--- config.mk ---
export PLATFORM = sky130hd
export DESIGN_NAME = phy_regfile_wb_arbiter
export DESIGN_NICKNAME = d
export VERILOG_FILES = /design/src/rtl/phy_regfile_wb_arbiter.sv
export SDC_FILE = /design/constraint.sdc
export NUM_CORES = 1
export LEC_CHECK = 0
export BUFFER_PORTS_ARGS = -buffer_cell sky130_fd_sc_hd__buf_2
export CAP_MARGIN = 20
export CELL_PAD_IN_SITES_DETAIL_PLACEMENT = 1
export CELL_PAD_IN_SITES_GLOBAL_PLACEMENT = 2
export CORE_UTILIZATION = 28
export CTS_CLUSTER_SIZE = 25
export DETAILED_ROUTE_END_ITERATION = 7
export PLACE_DENSITY = 0.75
export SETUP_SLACK_MARGIN = 0.1
export SLEW_MARGIN = 15
export SYNTH_ARGS = -nofsm -noshare
export SYNTH_HDL_FRONTEND = slang
export SYNTH_SLANG_ARGS = --single-unit
export TNS_END_PERCENT = 50
--- constraint.sdc ---
create_clock -name clk -period 2.7 [get_ports clk]
set_input_delay 0.27 -clock clk [delete_from_list [all_inputs] [get_ports clk]]
set_output_delay 0.27 -clock clk [all_outputs]
set_load 0.02 [all_outputs]
--- src/rtl/phy_regfile_wb_arbiter.sv ---
// Round-robin arbiter sharing the physical regfile commit write port among writeback
// producers, with a registered write stage and a per-register ready scoreboard.
`ifndef PHYSICAL_REG_NUM_WIDTH
`define PHYSICAL_REG_NUM_WIDTH 6
`endif
`ifndef REG_VAL_WIDTH
`define REG_VAL_WIDTH 32
`endif

module phy_regfile_wb_arbiter #(
    parameter int unsigned NUM_REQ   = 3,
    parameter int unsigned PHY_REG_W = `PHYSICAL_REG_NUM_WIDTH,
    parameter int unsigned VAL_W     = `REG_VAL_WIDTH
) (
    input  logic                           clk,
    input  logic                           reset,
    input  logic [NUM_REQ-1:0]             req_valid,
    input  logic [NUM_REQ*PHY_REG_W-1:0]   req_phy_reg,
    input  logic [NUM_REQ*VAL_W-1:0]       req_val,
    output logic [NUM_REQ-1:0]             req_ready,
    input  logic                           alloc_en,
    input  logic [PHY_REG_W-1:0]           alloc_phy_reg,
    output logic                           commit_wr_en,
    output logic [PHY_REG_W-1:0]           wr_commit_reg,
    output logic [VAL_W-1:0]               commit_wr_val,
    output logic [(2**PHY_REG_W)-1:0]      phy_ready_vec
);

    localparam int unsigned PHY_REG_NUM = 2**PHY_REG_W;
    localparam int unsigned PTR_W       = (NUM_REQ > 1) ? $clog2(NUM_REQ) : 1;
    localparam logic [PTR_W-1:0] LAST_IDX = PTR_W'(NUM_REQ - 1);

    logic [PTR_W-1:0]       rr_ptr;
    logic [PTR_W-1:0]       grant_idx;
    logic                   grant_any;
    logic [PHY_REG_W-1:0]   grant_reg;
    logic [VAL_W-1:0]       grant_val;
    logic [PHY_REG_NUM-1:0] ready_nxt;
    int unsigned            idx;

    // Scan from rr_ptr, wrapping; the first valid requester wins.
    always_comb begin
        req_ready = '0;
        grant_any = 1'b0;
        grant_idx = '0;
        grant_reg = '0;
        grant_val = '0;
        idx       = 0;
        for (int unsigned k = 0; k < NUM_REQ; k++) begin
            idx = k + 32'(rr_ptr);
            if (idx >= NUM_REQ) begin
                idx = idx - NUM_REQ;
            end
            if (!grant_any && req_valid[idx]) begin
                grant_any      = 1'b1;
                req_ready[idx] = 1'b1;
                grant_idx      = PTR_W'(idx);
                grant_reg      = req_phy_reg[idx*PHY_REG_W +: PHY_REG_W];
                grant_val      = req_val[idx*VAL_W +: VAL_W];
            end
        end
    end

    // Allocation is applied after the commit set so a same-index clear wins.
    always_comb begin
        ready_nxt = phy_ready_vec;
        if (commit_wr_en) begin
            ready_nxt[wr_commit_reg] = 1'b1;
        end
        if (alloc_en) begin
            ready_nxt[alloc_phy_reg] = 1'b0;
        end
    end

    always_ff @(posedge clk or posedge reset) begin
        if (reset) begin
            rr_ptr        <= '0;
            commit_wr_en  <= 1'b0;
            wr_commit_reg <= '0;
            commit_wr_val <= '0;
        end else begin
            commit_wr_en <= grant_any;
            if (grant_any) begin
                rr_ptr        <= (grant_idx == LAST_IDX) ? '0 : grant_idx + 1'b1;
                wr_commit_reg <= grant_reg;
                commit_wr_val <= grant_val;
            end
        end
    end

    always_ff @(posedge clk or posedge reset) begin
        if (reset) begin
            phy_ready_vec <= '1;
        end else begin
            phy_ready_vec <= ready_nxt;
        end
    end

endmodule
-- Word level (Yosys, flattened, before mapping)
Cells that the tools add are included.
- register bits: 105
- input port bits: 126
- output and inout bits: 106
- logic and storage cells: 85
- add/subtract/negate cells: 6
- multipliers: 3
- magnitude comparators: 13
- equal/unequal tests: 1
- shift-type cells: 6
- mux-type cells: 37
- bitwise gates (word level): 5
- reductions and logical operators: 9
- operator list (operator ; count):
    96-bit by 33-bit variable part select with 32-bit output ; 3
    32-bit two-way mux ; 6
    64-bit two-way mux ; 2
    18-bit by 33-bit variable part select with 6-bit output ; 3
    32-bit by 1-bit greater-or-equal comparator with 1-bit output, second input constant ; 3
    32-bit by 3-bit less-than comparator with 1-bit output, second input constant ; 3
    32-bit by 2-bit multiplier with 31-bit output, second input constant ; 3
    64-bit bitwise AND ; 1
    64-bit inverter ; 1
    64-bit OR ; 1
    6-bit two-way mux ; 3
    6-bit by 7-bit less-than comparator with 1-bit output, second input constant ; 2
    1-bit demux with 6-bit select ; 2
    6-bit by 1-bit greater-or-equal comparator with 1-bit output, second input constant ; 2
    1-bit two-way mux ; 11
    3-bit two-way mux ; 3
    2-bit two-way mux ; 4
    3-bit by 2-bit subtractor with 4-bit output, second input constant ; 2
    1-bit logical AND ; 7
    1-bit binary-select mux with 2-bit select ; 3
    1-bit demux with 2-bit select ; 3
    3-bit by 2-bit greater-or-equal comparator with 1-bit output, second input constant ; 2
    3-bit OR ; 2
    1-bit by 2-bit adder with 3-bit output, first input constant ; 1
    other kinds (6) ; 7

-- Logic depth before layout (Yosys ltp)
Gate-level depths: netlist (run 1).
- depth after elaboration: 13
- mapped depth: 12

-- Least setup slack after synthesis (run 1)
No wires, ideal clock.
- path kind: reg2out
- start: register rr_ptr[1]
- end: output req_ready[2]
- data arrival time: 2.302 ns
- setup slack: 0.128 ns
- cell stages (with the launch flop): 9
- cells stage by stage: dfrtp_1 > inv_1 > ha_1 > or4b_4 > a21boi_2 > nor2_2 > buf_6 > buf_2 > o211ai_1
- cells in the longest elaborated chain, start to end: 11
- elaborated cells between the ends (all ways): 43
- those cells by class: add/sub: 5; order compare: 9; mux: 20; bitwise: 2; reduce/logical: 7
- ends and longest elaborated chain (what ; line ; source):
    start: declaration ; 33 ; logic [PTR_W-1:0] rr_ptr;
    start signal: assignment ; 84 ; rr_ptr <= (grant_idx == LAST_IDX) ? '0 : grant_idx + 1'b1;
    1-bit by 2-bit adder with 3-bit output, or another cell as far along ; 50 ; idx = k + 32'(rr_ptr);
    3-bit by 2-bit subtractor with 4-bit output, or another cell as far along ; 52 ; idx = idx - NUM_REQ;
    32-bit two-way mux, or another cell as far along ; 51 ; if (idx >= NUM_REQ) begin
    32-bit by 1-bit greater-or-equal comparator with 1-bit output (not written as such), or another cell as far along ; 56 ; req_ready[idx] = 1'b1;
    1-bit logical AND (not written as such), or another cell as far along ; 56 ;
    1-bit two-way mux (not written as such), or another cell as far along ; 56 ;
    1-bit demux with 2-bit select, or another cell as far along ; 56 ;
    3-bit OR (no source line) or 1-bit two-way mux (tied branches) ; - ;
    3-bit two-way mux or 1-bit zero test (tied branches) ; 54 ; if (!grant_any && req_valid[idx]) begin
    3-bit OR (no source line) or 1-bit logical AND (tied branches) ; - ;
    3-bit two-way mux * ; 54 ;
    end: declaration ; 20 ; output logic [NUM_REQ-1:0] req_ready,
Mark *: on every way between the ends. The rest lies on a longest branch, timed or not. The select of a mux whose other input is x is not followed.

-- Worst setup path in the final report (run 1)
- start: register rr_ptr[1]
- end: output req_ready[1]
Same word-level chain as after synthesis.

==> impl_metrics.env, run 1 <==
export IMPL_dr_first_iter_drc_count=506
export IMPL_place_port_buffers=231
export IMPL_flow_area_growth_from_synthesis_pct=27.4
export IMPL_residual_antenna_violating_net_count_after_detailed_routing=0
export IMPL_synth_async_sr_flop_share_pct=100
export IMPL_boundaryPins=232
export IMPL_synthesis_area_um2=8360
export IMPL_tightest_hold_check_type="in2reg"
export IMPL_path_clk_slew_ps=80
export IMPL_edff_count_synth=0
export IMPL_final_weighted_congestion_in_routability_driven_placement=0.821
export IMPL_worst_setup_path_type="reg2out"
export IMPL_fp_dieW_um=175
export IMPL_yosysSeqAreaShare_pct=32.4
export IMPL_status="completed"
export IMPL_die_height_um=175
export IMPL_peakVddDrop_mv=0.550
export IMPL_synthAdderAreaFrac_pct=1.05
export IMPL_synth_top_family_by_area="compound AO/OA/AOI/OAI gates"
export IMPL_finalHoldWorstSlack_ps=241
export IMPL_finalNetCount=1311
export IMPL_viasPerCell=5.58
export IMPL_p_leak_nw=4.45
export IMPL_via_count=8748
export IMPL_htreeDepth=3
export IMPL_hold_fails_final_rpt=0
export IMPL_placement_rows=62
export IMPL_drc=0
export IMPL_die_area_um2=30500
export IMPL_muxShareOfSynthArea_pct=18.0
export IMPL_cell_pwr_density_nw_per_um2=1450
export IMPL_worst_slew_margin_rel_pct=38.5
export IMPL_dp_cells=1526
export IMPL_sw_frac_of_total_pct=50.5
export IMPL_intPower_mw=7.65
export IMPL_design_area_um2=10600
export IMPL_synth_simple_gate_area_share_pct=13.2
export IMPL_grt_util_all_layers_pct=22.8
export IMPL_slew_violations=0
export IMPL_time_the_final_worst_path_needs_with_i_o_delays_and_setup_ps=2650
export IMPL_multi_input_area_um2=5230
export IMPL_setup_violations=0
export IMPL_syn_instance_count=949
export IMPL_crit_path_end_kind="output port"
export IMPL_synth_main_ff_cell="dfstp_2"
export IMPL_skew_ps=17.7
export IMPL_pin_count_of_the_biggest_net_entering_global_routing=69
export IMPL_fill_cells=3478
export IMPL_finish_cell_count_without_fillers=1569
export IMPL_ff2ff_path_depth=10
export IMPL_coreArea_um2=29000
export IMPL_start_util_pct=28.8
export IMPL_grt_pass1_vias=9059
export IMPL_synth_cell_types=74
export IMPL_post_drt_wl_per_cell_um=22.2
export IMPL_postSynthNetCount=1082
export IMPL_drv_cap=0
export IMPL_post_route_cells_drive_above_1_share_pct=38.4
export IMPL_syn_mean_instance_area_um2=8.80
export IMPL_cts_root_buf="clkbuf_16"
export IMPL_post_synthesis_compound_gate_area_fraction_pct=28.8
export IMPL_power_switching_mw=7.82
export IMPL_yosys_warnings=0
export IMPL_dpl_hpwl_um=24200
export IMPL_dpl_cell_area_um2=9990
export IMPL_largest_reg_flops=64
export IMPL_cts_buffers=9
export IMPL_rsz_0062_raised_after_global_routing="yes"
export IMPL_detail_route_first_pass_iterations=5
export IMPL_critPathMaxFanout=8
export IMPL_cp_required_ps=2430
export IMPL_area_sequential_um2=2710
export IMPL_grt_antenna_before_repair=3
export IMPL_holdPathStages=2
export IMPL_achievable_frequency_mhz=377
export IMPL_max_slew_worst_pin_slew_ps=921
export IMPL_total_detailed_routing_wirelength_um=34800
export IMPL_crit_share_post_route_pct=98.2
export IMPL_synth_seq_cells=105
export IMPL_worstSkewPairLatency_ps=370
export IMPL_worst_setup_path_start_kind="flop"
export IMPL_clock_sinks=105
export IMPL_fin_setup_tns_ps=0
export IMPL_grt_overflow_total=0
export IMPL_yosys_area_share_xor_xnor_pct=0
export IMPL_sequentialPowerShare_pct=20.7
export IMPL_grt_pass1_wl_um=53900
export IMPL_clockPowerShare_pct=9.4
export IMPL_comb_power_share_pct=69.9
export IMPL_worst_endpoint_arrival_ps=2380
export IMPL_cts_root_to_sink_buffers=2
export IMPL_cts_tree="done"
-- worst max-delay path: stages (launching register included) --
cell	delay (ps)
dfrtp_1	410
buf_6	150
ha_4	190
or4b_4	530
a21boi_4	200
or2_4	170
a22oi_2	70
o21ai_1	120
buf_4	170
-- cell usage in the layout (no fill, tap or decap), types with 4 or more instances in the layout --
| cell type | Yosys | final |
|---|---|---|
| a21oi_1 | 162 | 161 |
| dfrtp_1 | 41 | 41 |
| buf_12 | 2 | 7 |
| nor3_1 | 15 | 15 |
| buf_6 | 6 | 6 |
| nor2_1 | 76 | 75 |
| buf_2 | 24 | 228 |
| o211ai_1 | 7 | 7 |
| clkbuf_16 | 0 | 9 |
| a221o_1 | 13 | 13 |
| o2bb2ai_1 | 5 | 5 |
| buf_4 | 17 | 59 |
| o32ai_1 | 10 | 10 |
| a31oi_1 | 10 | 10 |
| and3b_1 | 6 | 6 |
| a221oi_1 | 16 | 16 |
| mux4_2 | 9 | 9 |
| mux2_2 | 30 | 30 |
| nand2_1 | 78 | 77 |
| o22ai_1 | 19 | 19 |
| o22a_1 | 6 | 6 |
| o21ai_0 | 57 | 55 |
| o221ai_1 | 4 | 4 |
| a22oi_1 | 28 | 26 |
| nor3b_1 | 6 | 6 |
| nand3_1 | 4 | 4 |
| inv_1 | 9 | 6 |
| nand2b_1 | 14 | 14 |
| nor2b_1 | 9 | 8 |
| dfstp_2 | 64 | 64 |
| ha_1 | 7 | 4 |
| mux2i_1 | 96 | 96 |
| a211o_1 | 4 | 4 |
-- Yosys cell counts (all sizes together) (3+ instances only) --
master	n	area (µm²)
nand4	3	18.8
a221oi	16	140
a2bb2oi	4	41.3
o2bb2ai	5	43.8
o21ai	58	290
mux2i	96	961
nand4b	3	26.3
o22a	6	52.6
nand3	4	20.0
nor3	16	85.1
a211o	4	35.0
nand2	78	293
o2111ai	4	58.8
nor4	3	31.3
dfstp	64	1680
o32a	3	30.0
mux2	30	338
a221o	13	130
and3b	6	52.6
o21a	4	31.3
a22o	3	26.3
a21oi	164	836
o32ai	10	87.6
ha	7	87.6
nor2	77	292
o22ai	20	131
clkbuf	33	124
a31oi	10	62.6
o221ai	5	61.3
mux4	9	203
nor2b	9	56.3
nor3b	6	45.0
a22oi	28	210
dfrtp	41	1030
o211ai	7	52.6
inv	11	41.3
nand2b	15	101
buf	53	382
-- routing by layer --
layer / GRT usage, % / up-vias / part of all wire [%]
met5: 0 / - / 0
met4: 6.56 / 0 / 1.4
met3: 3.89 / 30 / 4.8
met2: 38.7 / 231 / 48
met1: 29.5 / 4450 / 45
li1: - / 4037 / -
-- metrics by stage --
| step | util [%] | total power, mW | setup WS [ps] |
|---|---|---|---|
| 2_1_floorplan | - | 10.4 | 128 |
| 3_3_place_gp | 34.4 | 13.3 | 134 |
| 3_5_place_dp | 34.4 | 13.5 | 72.4 |
| 4_1_cts | 36.3 | 15.3 | 75.6 |
| 5_1_grt | 36.7 | 16.5 | -22.7 |
| 6_report | 36.7 | 15.5 | 49.4 |
-- timing repair --
| item | in CTS | in global routing |
|---|---|---|
| hold buffers | 1 | 0 |
| pin swaps | 8 | 7 |
| resized for setup | 18 | 10 |
| cloned | 2 | 0 |
| endpoints found under the hold margin | 6 | 0 |
| endpoints found under the setup margin | 30 | 37 |
| buffers inserted | 13 | 9 |
-- power by group through the flow --
| stage | Clock [mW] | Combinational (mW) | Sequential [mW] |
|---|---|---|---|
| after floorplan | 0 | 6.51 | 3.88 |
| after global placement | 0 | 10.1 | 3.23 |
| after detailed placement | 0 | 10.3 | 3.22 |
| after CTS | 1.48 | 10.6 | 3.21 |
| after global routing | 1.54 | 11.7 | 3.31 |
| final | 1.45 | 10.8 | 3.20 |
-- final cells by class --
class	instances	share of cell area [%]
Tap cell	384	4.51
Sequential cell	105	25.4
Antenna cell	2	0.0470
Clock buffer	9	2.12
Timing Repair Buffer	303	17.5
Clock inverter	7	0.834
Multi-Input combinational cell	748	49.1
Inverter	11	0.470
-- cells by family (layout without fill, tap and decap cells) --
logic type | count (synthesis) | after routing
AOI/OAI and AO/OA | 374 | 374
buffers and inverters | 97 | 330
DFF | 105 | 105
adders and majority gates | 7 | 7
muxes | 135 | 135
and+or+nand+nor | 230 | 231
other | 1 | 3
-- worst paths after layout --
check / from / to / slack, ps
min in group asynchronous: reset / commit_wr_val[20]$_DFFE_PP0P_ / 410
max in group asynchronous: reset / phy_ready_vec[1]$_DFF_PP1_ / 1590
worst max-delay path: rr_ptr[1]$_DFFE_PP0P_ / req_ready[1] / 50
worst min-delay path: alloc_phy_reg[0] / phy_ready_vec[61]$_DFF_PP1_ / 240
worst max register to register: rr_ptr[1]$_DFFE_PP0P_ / commit_wr_val[7]$_DFFE_PP0P_ / 190
worst min register to register: commit_wr_val[7]$_DFFE_PP0P_ / commit_wr_val[7]$_DFFE_PP0P_ / 510
(Power assumes the default switching activity.)
==> run 2, diff against run 1 <==
--- a/config.mk
+++ b/config.mk
@@ -5,14 +5,15 @@
 export SDC_FILE = /design/constraint.sdc
 export NUM_CORES = 1
 export LEC_CHECK = 0
+export ABC_AREA = 1
 export BUFFER_PORTS_ARGS = -buffer_cell sky130_fd_sc_hd__buf_2
 export CAP_MARGIN = 20
 export CELL_PAD_IN_SITES_DETAIL_PLACEMENT = 1
 export CELL_PAD_IN_SITES_GLOBAL_PLACEMENT = 2
-export CORE_UTILIZATION = 28
+export CORE_UTILIZATION = 25
 export CTS_CLUSTER_SIZE = 25
 export DETAILED_ROUTE_END_ITERATION = 7
-export PLACE_DENSITY = 0.75
+export PLACE_DENSITY = 0.74
 export SETUP_SLACK_MARGIN = 0.1
 export SLEW_MARGIN = 15
 export SYNTH_ARGS = -nofsm -noshare
==> impl_metrics.env, run 2 <==
export IMPL_grt_overflow_total=0
export IMPL_fp_dieW_um=183
export IMPL_grt_pass1_wl_um=59200
export IMPL_post_route_cells_drive_above_1_share_pct=27.9
export IMPL_worst_endpoint_arrival_ps=2200
export IMPL_netlist_top_cell_by_area="dfstp_2"
export IMPL_final_weighted_congestion_in_routability_driven_placement=0.917
export IMPL_worst_setup_path_start_kind="flop"
export IMPL_pin_count_of_the_biggest_net_entering_global_routing=106
export IMPL_hold_fails_final_rpt=0
export IMPL_cell_pwr_density_nw_per_um2=1530
export IMPL_worst_setup_path_type="reg2out"
export IMPL_critPathMaxFanout=7
export IMPL_flow_area_growth_from_synthesis_pct=27.3
export IMPL_clockPowerShare_pct=8.5
export IMPL_synth_async_sr_flop_share_pct=100
export IMPL_syn_mean_instance_area_um2=6.70
export IMPL_total_detailed_routing_wirelength_um=38300
export IMPL_synth_cell_types=39
export IMPL_die_area_um2=33500
export IMPL_coreArea_um2=31900
export IMPL_rsz_0062_raised_after_global_routing="yes"
export IMPL_yosys_warnings=0
export IMPL_crit_path_end_kind="output port"
export IMPL_yosysSeqAreaShare_pct=33.0
export IMPL_largest_reg_flops=64
export IMPL_skew_ps=12.1
export IMPL_via_count=9863
export IMPL_dpl_cell_area_um2=10000
export IMPL_die_height_um=183
export IMPL_synth_top_area_share_pct=20.5
export IMPL_worstSkewPairLatency_ps=360
export IMPL_crit_share_post_route_pct=91.5
export IMPL_drc=0
export IMPL_post_route_util_pct=32.8
export IMPL_fin_setup_tns_ps=0
export IMPL_boundaryPins=232
export IMPL_max_slew_worst_pin_slew_ps=786
export IMPL_netlist_top_cells_area="dfstp_2 (21%), dfrtp_1 (13%), a21oi_1 (12%)"
export IMPL_dpl_hpwl_um=26700
export IMPL_htreeDepth=3
export IMPL_post_cts_hold_buffer_count=0
export IMPL_placement_rows=65
export IMPL_postSynthNetCount=1356
export IMPL_edff_count_synth=0
export IMPL_finalNetCount=1576
export IMPL_power_switching_mw=9.00
export IMPL_sequentialPowerShare_pct=20.4
export IMPL_detail_route_first_pass_iterations=5
export IMPL_synth_main_ff_cell="dfstp_2"
export IMPL_syn_instance_count=1223
export IMPL_drv_cap=0
export IMPL_synth_seq_cells=105
export IMPL_p_leak_nw=4.86
export IMPL_cts_buffers=9
export IMPL_setup_violations=0
export IMPL_grt_util_all_layers_pct=22.8
export IMPL_status="completed"
export IMPL_place_port_buffers=231
export IMPL_residual_antenna_violating_net_count_after_detailed_routing=0
export IMPL_clock_sinks=105
export IMPL_path_clk_slew_ps=80
export IMPL_tightest_hold_check_type="in2async"
export IMPL_grt_pass1_vias=10200
export IMPL_synthesis_area_um2=8200
export IMPL_synth_common_cells="nand2_1 (261), a21oi_1 (199), o21ai_0 (141), inv_1 (121), nand3_1 (89)"
export IMPL_start_util_pct=25.7
export IMPL_comb_power_share_pct=71.1
export IMPL_viasPerCell=5.22
export IMPL_cp_required_ps=2430
export IMPL_worst_slew_margin_rel_pct=47.1
export IMPL_cts_root_buf="clkbuf_16"
export IMPL_sw_frac_of_total_pct=56.4
export IMPL_grt_antenna_before_repair=13
export IMPL_post_drt_wl_per_cell_um=20.3
export IMPL_most_common_cell_after_layout_fill_and_taps_aside="nand2_1"
export IMPL_intPower_mw=6.95
export IMPL_peakVddDrop_mv=0.950
export IMPL_time_the_final_worst_path_needs_with_i_o_delays_and_setup_ps=2470
export IMPL_design_area_um2=10400
export IMPL_cts_root_to_sink_buffers=2
export IMPL_slew_violations=0
export IMPL_cts_tree="done"
export IMPL_most_common_layout_cells="nand2_1 (260), buf_2 (228), a21oi_1 (199)"
export IMPL_achievable_frequency_mhz=405
export IMPL_dr_first_iter_drc_count=708
export IMPL_yosys_cell_count_top_type="nand2_1"
## run 2: cell types whose count changed in the layout (fill, tap and decap cells not counted), sizes merged, moves of 15 or more
cell | before | now
a21oi | 164 | 199
o211ai | 7 | 29
nand2b | 15 | 0
nand2 | 78 | 268
mux2i | 96 | 0
nor2 | 78 | 50
nand3 | 4 | 91
inv | 15 | 131
a22oi | 28 | 2
nand4 | 3 | 26
o21ai | 58 | 149
mux2 | 30 | 0
## run 2: area by class of cell
type	instances	area (µm²)
diodes	6	15.0
multi-input cells	907	4660
flip-flops and latches	105	2710
clock inverters	6	57.6
inverters	131	499
clock buffers	10	229
well taps	435	544
fillers	4131	21400
repair buffers	289	1730
## run 2: layer usage
| metal | routed length (µm) | vias to the layer above | GRT usage, % |
|---|---|---|---|
| met2 | 17600 | 324 | 37.6 |
| met5 | 93 | - | 0 |
| met4 | 583 | 16 | 6.07 |
| met1 | 17600 | 4806 | 30.2 |
| li1 | - | 4671 | - |
| met3 | 2440 | 46 | 4.67 |
## run 2: power by group through the flow
| stage | Combinational, mW | Sequential (mW) | Clock, mW |
|---|---|---|---|
| CTS | 11.2 | 3.25 | 1.41 |
| detailed placement | 11.1 | 3.26 | 0 |
| global route | 12.5 | 3.34 | 1.46 |
| finish | 11.3 | 3.25 | 1.36 |
| floorplan | 6.48 | 3.92 | 0 |
| global placement | 10.9 | 3.26 | 0 |
## run 2: stage by stage
step	power [mW]	hold WS [ps]	setup WS [ps]	cells
finish	16.0	46.0	229	1889
global route	17.3	118	87.8	1884
CTS	15.9	113	97.8	1880
detailed placement	14.3	486	170	1861
global placement	14.2	480	234	1861
floorplan	10.4	502	538	1223
## run 2: final timing paths
check,end,startpoint,cells after the start,slack (ps)
hold reg to reg,commit_wr_val[27]$_DFFE_PP0P_,commit_wr_val[27]$_DFFE_PP0P_,2,500
min in group clk,phy_ready_vec[62]$_DFF_PP1_,alloc_phy_reg[2],2,260
setup reg to reg,wr_commit_reg[3]$_DFFE_PP0P_,rr_ptr[0]$_DFFE_PP0P_,11,290
max in group asynchronous,commit_wr_val[12]$_DFFE_PP0P_,reset,3,2100
setup / recovery,req_ready[0],rr_ptr[0]$_DFFE_PP0P_,12,230
hold / removal,commit_wr_en$_DFF_PP0_,reset,3,50
## run 2: worst max-delay path: stages, from the launching register on
cell      delay, ps
dfrtp_1         400
buf_4           160
ha_4            200
inv_2           140
nand2_1         100
nand2_1          70
nand2_1          60
nand2_2         130
nand2_2          90
nor2_4          140
nand2_1          70
o221ai_1         90
buf_4           180
## run 2: what timing repair did
action                     in CTS  in global routing
pin swaps                       1                  1
gates cloned                    0                  1
setup buffers                   3                  2
setup endpoints to repair       3                 15
gates resized for setup         8                  7
## run 2: cell families (layout without fill, tap and decap cells)
family                   after synthesis  count (layout)  share of synthesized area (%)
AND/OR/NAND/NOR                      478             478                           26.8
flip-flops                           105             105                           33.0
AO/OA/AOI/OAI                        421             421                           28.4
adder cells (fa/ha/maj)                7               7                           1.07
other                                  1               7                         0.0457
buffers and inverters                211             436                           10.8
==> run 3, diff against run 2 <==
--- a/config.mk
+++ b/config.mk
@@ -14,6 +14,7 @@
 export CTS_CLUSTER_SIZE = 25
 export DETAILED_ROUTE_END_ITERATION = 7
 export PLACE_DENSITY = 0.74
+export RECOVER_POWER = 25
 export SETUP_SLACK_MARGIN = 0.1
 export SLEW_MARGIN = 15
 export SYNTH_ARGS = -nofsm -noshare
==> impl_metrics.env, run 3 (same netlist as run 2, synthesis figures left out) <==
export IMPL_status="finished, violations left"
export IMPL_failing_checks="capacitance limit, slew limit"
export IMPL_hold_fails_final_rpt=0
export IMPL_placement_rows=65
export IMPL_cts_tree="done"
export IMPL_grt_pass1_vias=10200
export IMPL_die_height_um=183
export IMPL_start_util_pct=25.7
export IMPL_flow_area_growth_from_synthesis_pct=27.2
export IMPL_final_weighted_congestion_in_routability_driven_placement=0.917
export IMPL_cell_pwr_density_nw_per_um2=1530
export IMPL_skew_ps=12.0
export IMPL_coreArea_um2=31900
export IMPL_boundaryPins=232
export IMPL_peakVddDrop_mv=0.963
export IMPL_critPathMaxFanout=7
export IMPL_worstSkewPairLatency_ps=360
export IMPL_cts_root_buf="clkbuf_16"
export IMPL_drc=0
export IMPL_fp_dieW_um=183
export IMPL_finalHoldWorstSlack_ps=262
export IMPL_die_area_um2=33500
export IMPL_path_clk_slew_ps=80
export IMPL_total_detailed_routing_wirelength_um=38400
export IMPL_multi_input_area_um2=4660
export IMPL_slew_violations=106
export IMPL_p_leak_nw=4.86
export IMPL_post_route_cells_drive_above_1_share_pct=27.8
export IMPL_grt_overflow_total=0
export IMPL_worst_setup_path_type="reg2out"
export IMPL_place_port_buffers=231
export IMPL_dpl_hpwl_um=26700
export IMPL_cts_buffers=9
export IMPL_fin_setup_tns_ps=0
export IMPL_worst_endpoint_arrival_ps=2200
export IMPL_time_the_final_worst_path_needs_with_i_o_delays_and_setup_ps=2470
export IMPL_grt_antenna_before_repair=13
export IMPL_worst_setup_path_start_kind="flop"
export IMPL_max_slew_worst_pin_slew_ps=1570
export IMPL_via_count=9928
export IMPL_drv_cap=1
export IMPL_grt_pass1_wl_um=59200
export IMPL_worst_slew_margin_rel_pct=-4.93
export IMPL_fill_cells=4134
export IMPL_setup_violations=0
export IMPL_most_common_layout_cells="nand2_1 (260), buf_2 (227), a21oi_1 (199)"
export IMPL_rsz_0062_raised_after_global_routing="yes"
export IMPL_achievable_frequency_mhz=404
export IMPL_crit_share_post_route_pct=91.6
export IMPL_largest_reg_flops=64
export IMPL_post_cts_hold_buffer_count=0
export IMPL_detail_route_first_pass_iterations=5
export IMPL_viasPerCell=5.26
export IMPL_post_drt_wl_per_cell_um=20.3
export IMPL_most_common_cell_after_layout_fill_and_taps_aside="nand2_1"
export IMPL_residual_antenna_violating_net_count_after_detailed_routing=0
export IMPL_pin_count_of_the_biggest_net_entering_global_routing=106
export IMPL_htreeDepth=3
export IMPL_ff2ff_setup_slack_ps=260
export IMPL_holdPathStages=2
export IMPL_clock_sinks=105
export IMPL_cts_root_to_sink_buffers=2
export IMPL_grt_util_all_layers_pct=22.8
export IMPL_ff2ff_path_depth=11
export IMPL_area_sequential_um2=2710
export IMPL_cp_required_ps=2430
export IMPL_tightest_hold_check_type="in2reg"
export IMPL_finalNetCount=1576
export IMPL_dr_first_iter_drc_count=656
export IMPL_crit_path_end_kind="output port"
[run 3: cell types whose count changed in the layout (fill, tap and decap cells not counted), sizes merged]
cell	change
buf	-2
clkbuf	+2
[run 3: power by group]
group	internal (mW)	total, mW	leakage (nW)	switching, mW
logic	3.67	11.4	3.54	7.69
clock network	0.653	1.36	0.143	0.710
registers	2.63	3.25	1.17	0.619
[run 3: path summary, 6_finish.rpt]
kind / start / end
max: rr_ptr[0]$_DFFE_PP0P_ / req_ready[1]
min: alloc_phy_reg[2] / phy_ready_vec[61]$_DFF_PP1_
max reg2reg: rr_ptr[0]$_DFFE_PP0P_ / wr_commit_reg[3]$_DFFE_PP0P_
min reg2reg: commit_wr_val[30]$_DFFE_PP0P_ / commit_wr_val[30]$_DFFE_PP0P_
max in group asynchronous: reset / rr_ptr[1]$_DFFE_PP0P_
min in group asynchronous: reset / commit_wr_en$_DFF_PP0_
[run 3: repair_timing]
action | CTS | global route
gates resized for setup | 8 | 7
pin swaps | 1 | 1
setup buffers | 3 | 2
endpoints found under the setup margin | 3 | 15
gates cloned | 0 | 1
[run 3: layer usage]
layer | up-vias | wire length (µm) | track usage (%)
met5 | - | 93 | 0
met4 | 16 | 620 | 6.07
met3 | 50 | 2590 | 4.67
met2 | 325 | 17700 | 37.6
met1 | 4870 | 17300 | 30.2
li1 | 4667 | - | -
[run 3: through the flow]
stage | area [µm²] | setup WS, ps | instances | power, mW | utilization, %
final | 10400 | 227 | 1889 | 16.0 | 32.7
after global routing | 10400 | 87.8 | 1884 | 17.3 | 32.7
after floorplan | 8200 | 538 | 1223 | 10.4 | -
after detailed placement | 10000 | 170 | 1861 | 14.3 | 31.4
after CTS | 10400 | 97.8 | 1880 | 15.9 | 32.5
after global placement | 10000 | 234 | 1861 | 14.2 | 31.4
[run 3: area by class of cell]
| cell class | count | share of cell area (%) |
|---|---|---|
| diodes | 6 | 0.144 |
| clock buffers | 10 | 2.20 |
| clock inverters | 6 | 0.552 |
| inverters | 131 | 4.79 |
| multi-input cells | 907 | 44.7 |
| flip-flops and latches | 105 | 26.0 |
| well taps | 435 | 5.22 |
| repair buffers | 289 | 16.5 |
[run 3: worst max-delay path, stage by stage (launching register included)]
cell,delay (ps)
dfrtp_1,400
buf_4,160
ha_4,200
inv_2,140
nand2_1,100
nand2_1,70
nand2_1,60
nand2_2,130
nand2_2,90
nor2_4,140
nand2_1,60
o221ai_1,90
buf_4,190
